File: src/rtl/sop_sweep_ctrl.sv
// sop_sweep_ctrl: steps a 3-input SoP unit through all 8 minterms and captures its truth table.
// Define SOP_SWEEP_COMPARE_EN to compile in the expect latch and compare stage.
module sop_sweep_ctrl #(
    parameter int SETTLE = 1
) (
    input  logic       clk,
    input  logic       rst_n,
    input  logic       start,
    input  logic [7:0] expect_table,
    input  logic       s,
    output logic       x,
    output logic       y,
    output logic       z,
    output logic       busy,
    output logic       done,
    output logic [7:0] truth_table,
    output logic [7:0] mismatch,
    output logic       pass
);
    typedef enum logic {IDLE, RUN} state_t;
    localparam logic [3:0] RELOAD = 4'(SETTLE - 1);

    state_t     state_q, state_d;
    logic [2:0] idx_q, idx_d;
    logic [3:0] cnt_q, cnt_d;
    logic [7:0] tbl_q, tbl_d;
    logic       done_q, done_d;
`ifdef SOP_SWEEP_COMPARE_EN
    logic [7:0] exp_q, exp_d, mis_q, mis_d;
    logic       pass_q, pass_d;
`endif

    always_comb begin
        state_d = state_q;
        idx_d   = idx_q;
        cnt_d   = cnt_q;
        tbl_d   = tbl_q;
        done_d  = 1'b0;
`ifdef SOP_SWEEP_COMPARE_EN
        exp_d   = exp_q;
        mis_d   = mis_q;
        pass_d  = pass_q;
`endif
        if (state_q == IDLE) begin
            if (start) begin
                state_d = RUN;
                idx_d   = 3'd0;
                cnt_d   = RELOAD;
                tbl_d   = 8'h00;
`ifdef SOP_SWEEP_COMPARE_EN
                exp_d   = expect_table;
                mis_d   = 8'h00;
                pass_d  = 1'b0;
`endif
            end
        end else if (cnt_q != 4'd0) begin
            cnt_d = cnt_q - 4'd1;
        end else begin
            tbl_d[idx_q] = s;
            if (idx_q == 3'd7) begin
                // compare uses tbl_d so the bit sampled at this edge is included
                state_d = IDLE;
                idx_d   = 3'd0;
                done_d  = 1'b1;
`ifdef SOP_SWEEP_COMPARE_EN
                mis_d   = tbl_d ^ exp_q;
                pass_d  = (tbl_d ^ exp_q) == 8'h00;
`endif
            end else begin
                idx_d = idx_q + 3'd1;
                cnt_d = RELOAD;
            end
        end
    end

    always_ff @(posedge clk) begin
        if (!rst_n) begin
            state_q <= IDLE;
            idx_q   <= 3'd0;
            cnt_q   <= 4'd0;
            tbl_q   <= 8'h00;
            done_q  <= 1'b0;
`ifdef SOP_SWEEP_COMPARE_EN
            exp_q   <= 8'h00;
            mis_q   <= 8'h00;
            pass_q  <= 1'b0;
`endif
        end else begin
            state_q <= state_d;
            idx_q   <= idx_d;
            cnt_q   <= cnt_d;
            tbl_q   <= tbl_d;
            done_q  <= done_d;
`ifdef SOP_SWEEP_COMPARE_EN
            exp_q   <= exp_d;
            mis_q   <= mis_d;
            pass_q  <= pass_d;
`endif
        end
    end

    assign {x, y, z}   = idx_q;
    assign busy        = state_q == RUN;
    assign done        = done_q;
    assign truth_table = tbl_q;
`ifdef SOP_SWEEP_COMPARE_EN
    assign mismatch    = mis_q;
    assign pass        = pass_q;
`else
    logic unused_expect;
    assign unused_expect = ^expect_table;
    assign mismatch      = 8'h00;
    assign pass          = 1'b0;
`endif
endmodule

File: config.mk
export PLATFORM = sky130hd
export DESIGN_NAME = sop_sweep_ctrl
export DESIGN_NICKNAME = d
export VERILOG_FILES = /design/src/rtl/sop_sweep_ctrl.sv
export SDC_FILE = /design/constraint.sdc
export NUM_CORES = 1
export LEC_CHECK = 0
export CORE_AREA = 5 5 53 55
export DETAILED_ROUTE_END_ITERATION = 12
export DIE_AREA = 0 0 58 60
export MAX_ROUTING_LAYER = met4
export PLACE_DENSITY = 0.83
export SLEW_MARGIN = 20
export SYNTH_ARGS = -nofsm -noshare
export SYNTH_HDL_FRONTEND = slang
export SYNTH_SLANG_ARGS = --single-unit
File: constraint.sdc
create_clock -name clk -period 2.75 [get_ports clk]
set_input_delay 0.4125 -clock clk [delete_from_list [all_inputs] [get_ports clk]]
set_output_delay 0.4125 -clock clk [all_outputs]
set_load 0.02 [all_outputs]
# After elaboration in Yosys (flattened, before gate mapping)
# Cells that the tools add are included.
# totals
wordCells	39
input_bits	12
register_bits	17
output_inout_bits	22
# op_classes
eq_ne	3
n_mux	19
reduce_logical	6
n_lt_le_gt_ge	2
bitwise	2
addsub	2
# op_table
cell	n
$mux 8	3
$mux 4	4
$mux 3	4
$bwmux 8	1
$mux 1	6
$lt 3x4->1 const B	1
$reduce_and 2->1	2
$reduce_bool 4->1	1
$sub 4x1->4 const B	1
$add 3x1->3 const B	1
$demux 1 s3	1
$eq 3x3->1 const B	1
$ge 3x1->1 const B	1
$ne 3x3->1 const B	1
$reduce_or 3->1	1
$ne 2x2->1 const B	1
$not 1->1	2
$reduce_bool 2->1	1
$logic_and 1x1->1	1

# Logic depth before layout (Yosys ltp)
# Gate-level depths: netlist of the first run.
# depth
ltp_word	7
depth_mapped	6
mapped_depth_nobuf	5

# Least setup slack after synthesis of the first run
# No wires, ideal clock.
# synth_timing
path_kind	register to register
from	reg state_q, in the netlist busy
to	reg cnt_q[3]
path_slack_ns	1.275
path_stages_with_launch	4
n_path_buf	0
t_required_ns	2.680
setup_time_ns	0.070
synth_period_minus_slack_ns	1.475
arrival_ns	1.405
path_cell_list	dfxtp_1 or4b_1 or3_1 a21oi_1
# synth_via
elab_chain_cells	2
word_cells_on_any_way	4
cone_classes	eq/ne: 1; mux: 1; reduce/logical: 2
# synth_lines
element	line	text
start: declaration	23	state_t state_q, state_d;
start signal: assignment	89	state_q <= state_d;
$ne 3x3->1 (no source line) or $reduce_bool 2->1 (tied branches)	n/a	
$reduce_and 2->1 (no source line)	n/a	
end signal: assignment	91	cnt_q <= cnt_d;
end: declaration	25	logic [3:0] cnt_q, cnt_d;
# Parallel ways exist; a longest one is shown, timed or not.
# A chain may end at the register's enable or synchronous reset.

# Worst setup path after layout of the first run
# layout_timing
from	reg idx_q[0]
to	out z
# layout_lines
element	line	text
start: declaration	24	logic [2:0] idx_q, idx_d;
start signal: assignment	90	idx_q <= idx_d;
end: declaration	13	output logic z,
# No word-level cell between the ends.

==> results of run 1 <==
final cells by class:
type                       count  area, um2
multi-input combinational     71        458
fill                         247       1310
timing repair buffer          16        160
sequential                    17        340
inverter                       3       11.3
clock buffer                   4       26.3
tap                           30       37.5
per-stage QoR:
step | utilization | setup slack, ns
6_report | 0.441 | 0.776
5_1_grt | 0.441 | 0.715
4_1_cts | 0.441 | 0.761
3_5_place_dp | 0.430 | 0.830
3_3_place_gp | 0.430 | 0.901
2_1_floorplan | - | 1.28
worst paths after layout:
check,start,to,slack (ns),cells after the start
setup / recovery,idx_q[0],z,0.78,1
hold / removal,truth_table[4],truth_table[4],0.48,2
setup reg to reg,cnt_q[0],truth_table[4],1.07,5
hold reg to reg,truth_table[4],truth_table[4],0.48,2
routing by layer:
layer  up-vias  routed length (um)  GRT usage
li1        360                   -          -
met1       352                 803      0.115
met2        13                1000      0.224
met3         0                  95     0.0454
met4         0                   0     0.0265
met5         -                   0          -
cell families after synthesis:
group	count (synthesis)	share of synthesized area
flops	17	0.387
compound gates	8	0.0569
buf+inv	20	0.127
simple gates	42	0.277
fa+ha+maj	4	0.0569
mux	8	0.0910
other cells	1	0.00426
sequential cells by signal, summed over array words and instances, names as in the netlist:
| signal | count |
|---|---|
| done | 1 |
| idx_q | 3 |
| cnt_q | 4 |
| busy | 1 |
| truth_table | 8 |
synthesized netlist by cell type, drive strengths merged (2+ instances only):
library cell   n  area [um2]
ha             4        50.1
mux2i          8        80.1
nor2           3        11.3
clkbuf         7        27.5
nand2          7        26.3
nand4b         2        17.5
nor3           2        10.0
a21oi          4        20.0
dfxtp         17         340
nand4          4        25.0
inv            3        11.3
buf           10        72.6
nand3         13        65.1
power groups by stage:
stage          clock, mW  combinational (mW)  sequential [mW]
3_5_place_dp           0              0.0632            0.269
2_1_floorplan          0              0.0537            0.268
4_1_cts            0.136              0.0635            0.263
6_report           0.128              0.0636            0.264
5_1_grt            0.152              0.0689            0.265
3_3_place_gp           0              0.0618            0.268
==> metrics list, run 1 <==
* Status: completed
- Avg Vias per Cell: 5.14
- The count of cells in the finished layout, fillers not included, comes to 141.
* Layout Area Growth over Synthesis: 17.5%
* Type of the most critical hold path: flop to flop
- Comb pwr share: 0.140
- Leading register cell type out of synthesis: sky130_fd_sc_hd__dfxtp_1
- The max-slew violation count was 0.
* Clock Skew: 0.00395 ns
- The worst setup path is of the flop to output pin kind.
- Count of buffers inserted at the top-level ports: 16
* Overall global routing resource usage: 0.119
- The HPWL after detailed placement is 1.39 mm.
- Unrepaired setup endpoints after global routing: no
* Routed wirelength normalized by instance count: 13.5 um
- Number of design rule violations left after detail routing: 0
* Global-route wire length before repair: 3.11 mm
- Number of buffers inserted by hold repair at cts: 0
- Kind of launch point of the worst setup path: flop
- CTS built an H-tree with a depth of 1.
- Number of optimization iterations in the first detailed-route pass: 4
- Most common library cell in the layout ignoring fill and taps: sky130_fd_sc_hd__dfxtp_1
* Net count of the finished layout: 128
- From bottom edge to top edge, the die measures 60 um.
- The share of total power dissipated in the clock network is 0.281.
- Leakage power of the design: 0.403 nW
- Total chip power: 0.455 mW
- Post-route cell area: 1030 um2
* GRT overflow: 0
- On the critical path, the stage with the largest delay is an instance of sky130_fd_sc_hd__clkdlybuf4s50_1.
* Largest net degree at the start of global routing: 19
- Detailed router's first-iteration violation count: 19
* Syn_area_per_cell: 8.80 um2
- Share of layout cells above drive strength 1: 0.0360
* Min Tclk post-route: 1.97 ns
* Max incr delay on CP: 0.69 ns
* Peak VDD IR: 0.000281 V
- The region available for standard cell placement spans 2340 um2.
* Final Hold Vio Count: 0
- Die W: 58 um
* CTS tree: yes
* Series of cell instances along the critical path: clkdlybuf4s50_1
- Counting tap cells, the placed design contains a total of 137 instances.
- Number of routed nets with antenna violations: 0
* Post-synthesis cell count: 100
- Placer congestion estimate: 0.721
- Post-CTS setup buffers: 0
- Of the total power, the share spent switching nets is 0.275.
- Pin placement for this block handled 34 I/O pins.
- At the pin with the least slew margin, the transition time is 0.616 ns.
* Cell Rows: 18
- Max FO, Critical Path: 12
- Via count: 725
- Flop and latch count out of synthesis: 17
- Number of enable-type register cells in the synthesized netlist: 0
* Total Routed Length: 1.90 mm
- The synthesized netlist contains 31 unique library cells.
* Data arrival, critical path: 1.56 ns
* Maxcap violations: 0
* Number of global-route vias before repair: 746
- Static timing analysis puts the maximum clock frequency at 0.507 GHz.
- The clock drives 17 sinks.
- Number of warnings printed during yosys synthesis: 0
- The clock passes through at most 2 buffers.
- Commonest cells after routing, fill and taps aside: 17 x sky130_fd_sc_hd__dfxtp_1, 16 x sky130_fd_sc_hd__clkdlybuf4s50_1, 13 x sky130_fd_sc_hd__nand3_1, 9 x sky130_fd_sc_hd__conb_1, 8 x sky130_fd_sc_hd__mux2i_1
- The die covers 3480 um2.
* Number of buffers created by CTS: 3
- CTS placed an instance of sky130_fd_sc_hd__clkbuf_4 at the clock tree root.
* Count of cells resized by post-cts repair: 0
- For this design the ratio of total power to cell area is 441 nW/um2.
- The worst setup path is captured at an output pin.
* Antenna violations before repair: 0
- Net switching power: 0.125 mW
- Clock-pin slew reported for the worst setup and hold paths after clock tree synthesis: 0.09 ns
* Period utilization: 0.718
* Required time of the critical path: 2.34 ns
- The cell family contributing the most delay on the critical path is buffers and inverters.
* Buffers and inverters on the worst path: 1
- Setup TNS Final: 0 ns
- After detailed placement, the total cell area comes to 1010 um2.
* Fin Hold WS: 0.480 ns
- Sequential element share of the synthesized area: 0.387
- Internal power comes to 0.330 mW.
* Number of endpoints failing setup at the final stage: 0
- After synthesis, the share of flip-flops with an asynchronous set or reset is 0.
* Initial cell density of the core: 0.376
- Worst relative slew slack: 0.588
- Of the total power, registers draw 0.579.
- Skew-Pair Late Insertion Delay: 0.28 ns
- Ant diodes: 0
* Total standard cell area after synthesis: 880 um2
No activity file was read; power rests on OpenSTA's default activity.
==> inputs of run 2 (changes only) <==
--- a/config.mk
+++ b/config.mk
@@ -5,11 +5,11 @@
 export SDC_FILE = /design/constraint.sdc
 export NUM_CORES = 1
 export LEC_CHECK = 0
-export CORE_AREA = 5 5 53 55
+export CORE_AREA = 5 5 55 57
 export DETAILED_ROUTE_END_ITERATION = 12
-export DIE_AREA = 0 0 58 60
+export DIE_AREA = 0 0 60 62
 export MAX_ROUTING_LAYER = met4
-export PLACE_DENSITY = 0.83
+export PLACE_DENSITY = 0.8
 export SLEW_MARGIN = 20
 export SYNTH_ARGS = -nofsm -noshare
 export SYNTH_HDL_FRONTEND = slang
==> constraint.sdc (replaced) <==
create_clock -name clk -period 1.75 [get_ports clk]
set_input_delay 0.2625 -clock clk [delete_from_list [all_inputs] [get_ports clk]]
set_output_delay 0.2625 -clock clk [all_outputs]
set_load 0.02 [all_outputs]
==> metrics list, run 2 (same netlist as run 1, synthesis figures left out) <==
- Skew-Pair Late Insertion Delay: 0.28 ns
- Across all register-to-register paths, the minimum setup slack is 0.22 ns.
* Most common library cell in the layout ignoring fill and taps: sky130_fd_sc_hd__clkdlybuf4s50_1
- Half-perimeter wire length after placement: 1.35 mm
- The tightest min-delay check is of the flop to flop type.
- Worst-case setup slack after placement: 0.229 ns
- The number of antenna diodes in the final layout is 0.
- Hold path endpoint: truth_table[5]
- Largest net degree at the start of global routing: 13
- Initial cell density of the core: 0.362
- Final setup slack of the worst path: 0.115 ns
* Total Routed Length: 1.77 mm
* Critical path class: flop to output pin
* Cell family contributing the most delay on the critical path: buffers and inverters
- Data on the critical path is required at its endpoint by 1.49 ns.
- The floorplan step set the die height to 62 um.
- Overall global routing resource usage: 0.101
* Leakage power of the design: 0.419 nW
* Period utilization: 0.934
* Die W: 60 um
* IO Pins: 34
* Clock-pin slew reported for the worst setup and hold paths after clock tree synthesis: 0.09 ns
* Post-route cell area: 1060 um2
* Core area: 2430 um2
- Min Tclk post-route: 1.63 ns
- Worst Reg2Reg Path Length in Cells: 5
- Final Hold Vio Count: 0
- The startpoint identified for the worst register-to-register timing path is cnt_q[0].
* Number of design rule violations left after detail routing: 0
- Data arrival, critical path: 1.37 ns
- In the layout the commonest cells are 16 x sky130_fd_sc_hd__clkdlybuf4s50_1, 13 x sky130_fd_sc_hd__nand3_1, 13 x sky130_fd_sc_hd__dfxtp_1, 9 x sky130_fd_sc_hd__conb_1, 8 x sky130_fd_sc_hd__mux2i_1.
- Max clock buf depth: 2
- Kind of end point of the critical path: output pin
* Number of endpoints failing setup at the final stage: 0
- In this run the core area contains 18 standard-cell rows.
* Count of buffers inserted at the top-level ports: 16
- Max FO, Critical Path: 12
* Unrepaired setup endpoints after global routing: no
* Maxcap violations: 0
* Avg Vias per Cell: 5.03
* Endpoint of the worst register-to-register path: truth_table[4]
* Number of flip-flops under the largest register name: 8
- In the final timing run, aggregate negative setup slack is 0 ns.
- Global-route wire length before repair: 2.82 mm
* Maximum clock frequency: 0.612 GHz
* Detailed router's first-iteration violation count: 13
- Dividing the detail-routed wire length by the instance count gives 12.3 um.
- Kind of launch point of the worst setup path: flop
- The critical path goes through clkdlybuf4s50_1.
- In this run the most critical hold path is launched from truth_table[5].
* Clock Skew: 0.00101 ns
* Number of buffers created by CTS: 3
* Layout Area Growth over Synthesis: 20.6%
- Number of optimization iterations in the first detailed-route pass: 4
- In this run the number of H-tree levels came out at 1.
- The max-slew violation count came to 0.
* Peak VDD IR: 0.000364 V
* PD cells: 680 nW/um2
- In this run the remaining antenna-violating nets after routing total 0.
- TritonCTS built the clock tree.
* Die area: 3720 um2
* Antenna violations before repair: 0
- Via count: 724
- Net count of the finished layout: 131
* # clock sinks: 17
- The number of buffers and inverters on the critical path is 1.
- Summed over all layers, the global routing overflow is 0.
- Number of global-route vias before repair: 663
- Status: completed
- For this run, the slowest stage of the critical path takes 0.64 ns.
* Min-Delay Path Depth: 2
- Routability-driven placement finished with a final weighted congestion of 0.792.
- Cell area after placement: 1030 um2
- On the critical path, the stage with the largest delay is an instance of sky130_fd_sc_hd__clkdlybuf4s50_1.
- Of the cells placed in the final design, the portion with a size suffix greater than 1 is 0.0965.
- CTS placed an instance of sky130_fd_sc_hd__clkbuf_4 at the clock tree root.
[run 2: cell types whose count changed in the layout (fill, tap and decap cells not counted)]
cell                      change
sky130_fd_sc_hd__buf_4        +3
sky130_fd_sc_hd__dfxtp_1      -4
sky130_fd_sc_hd__dfxtp_2      +4
[run 2: per-stage QoR]
stage	power [mW]	cells	hold WS [ns]	utilization
3_5_place_dp	0.527	140	0.464	0.423
5_1_grt	0.760	144	0.509	0.436
6_report	0.722	144	0.482	0.436
2_1_floorplan	0.506	108	0.453	-
3_3_place_gp	0.524	140	0.459	0.423
4_1_cts	0.732	144	0.488	0.436
[run 2: area by class of cell]
type | count | area [um2]
repair buffers | 19 | 183
fillers | 249 | 1370
flip-flops and latches | 17 | 345
inverters | 3 | 11.3
multi-input cells | 71 | 458
clock buffers | 4 | 26.3
well taps | 30 | 37.5
[run 2: what timing repair did]
item / in CTS / in global routing
setup buffers: 0 / 0
resized for setup: 3 / 1
hold buffers: 0 / 0
setup endpoints to repair: 3 / 1
pin swaps: 0 / 0
[run 2: worst max-delay path by stage]
stage,slack (ns),endpoint,start,depth (start not counted)
after floorplan,0.28,cnt_q[3],busy,3
after global placement,0.28,truth_table[4],cnt_q[0],5
after detailed placement,0.23,truth_table[4],cnt_q[0],5
after CTS,0.05,busy,busy,1
after global routing,0.06,z,idx_q[0],1
final,0.12,z,idx_q[0],1
[run 2: metal layers]
metal  global-route usage  vias up  share of wire
li1                     -      364              -
met1                0.110      337           0.42
met2                0.182       21           0.52
met3               0.0207        2          0.056
met4               0.0380        0         0.0062
met5                    -        -              0
[run 2: where the power goes]
group          switching (mW)  internal, mW  leakage, nW  total, mW
Clock                   0.114        0.0884       0.0150      0.202
Sequential             0.0169         0.397        0.139      0.414
Combinational          0.0663        0.0400        0.265      0.106
Total                   0.197         0.525        0.419      0.722
==> inputs of run 3 (changes only) <==
--- a/config.mk
+++ b/config.mk
@@ -10,6 +10,7 @@
 export DIE_AREA = 0 0 60 62
 export MAX_ROUTING_LAYER = met4
 export PLACE_DENSITY = 0.8
+export SKIP_LAST_GASP = 1
 export SLEW_MARGIN = 20
 export SYNTH_ARGS = -nofsm -noshare
 export SYNTH_HDL_FRONTEND = slang
==> results of run 3 <==
No change in the layout: final DEF, timing and power equal those of run 2.
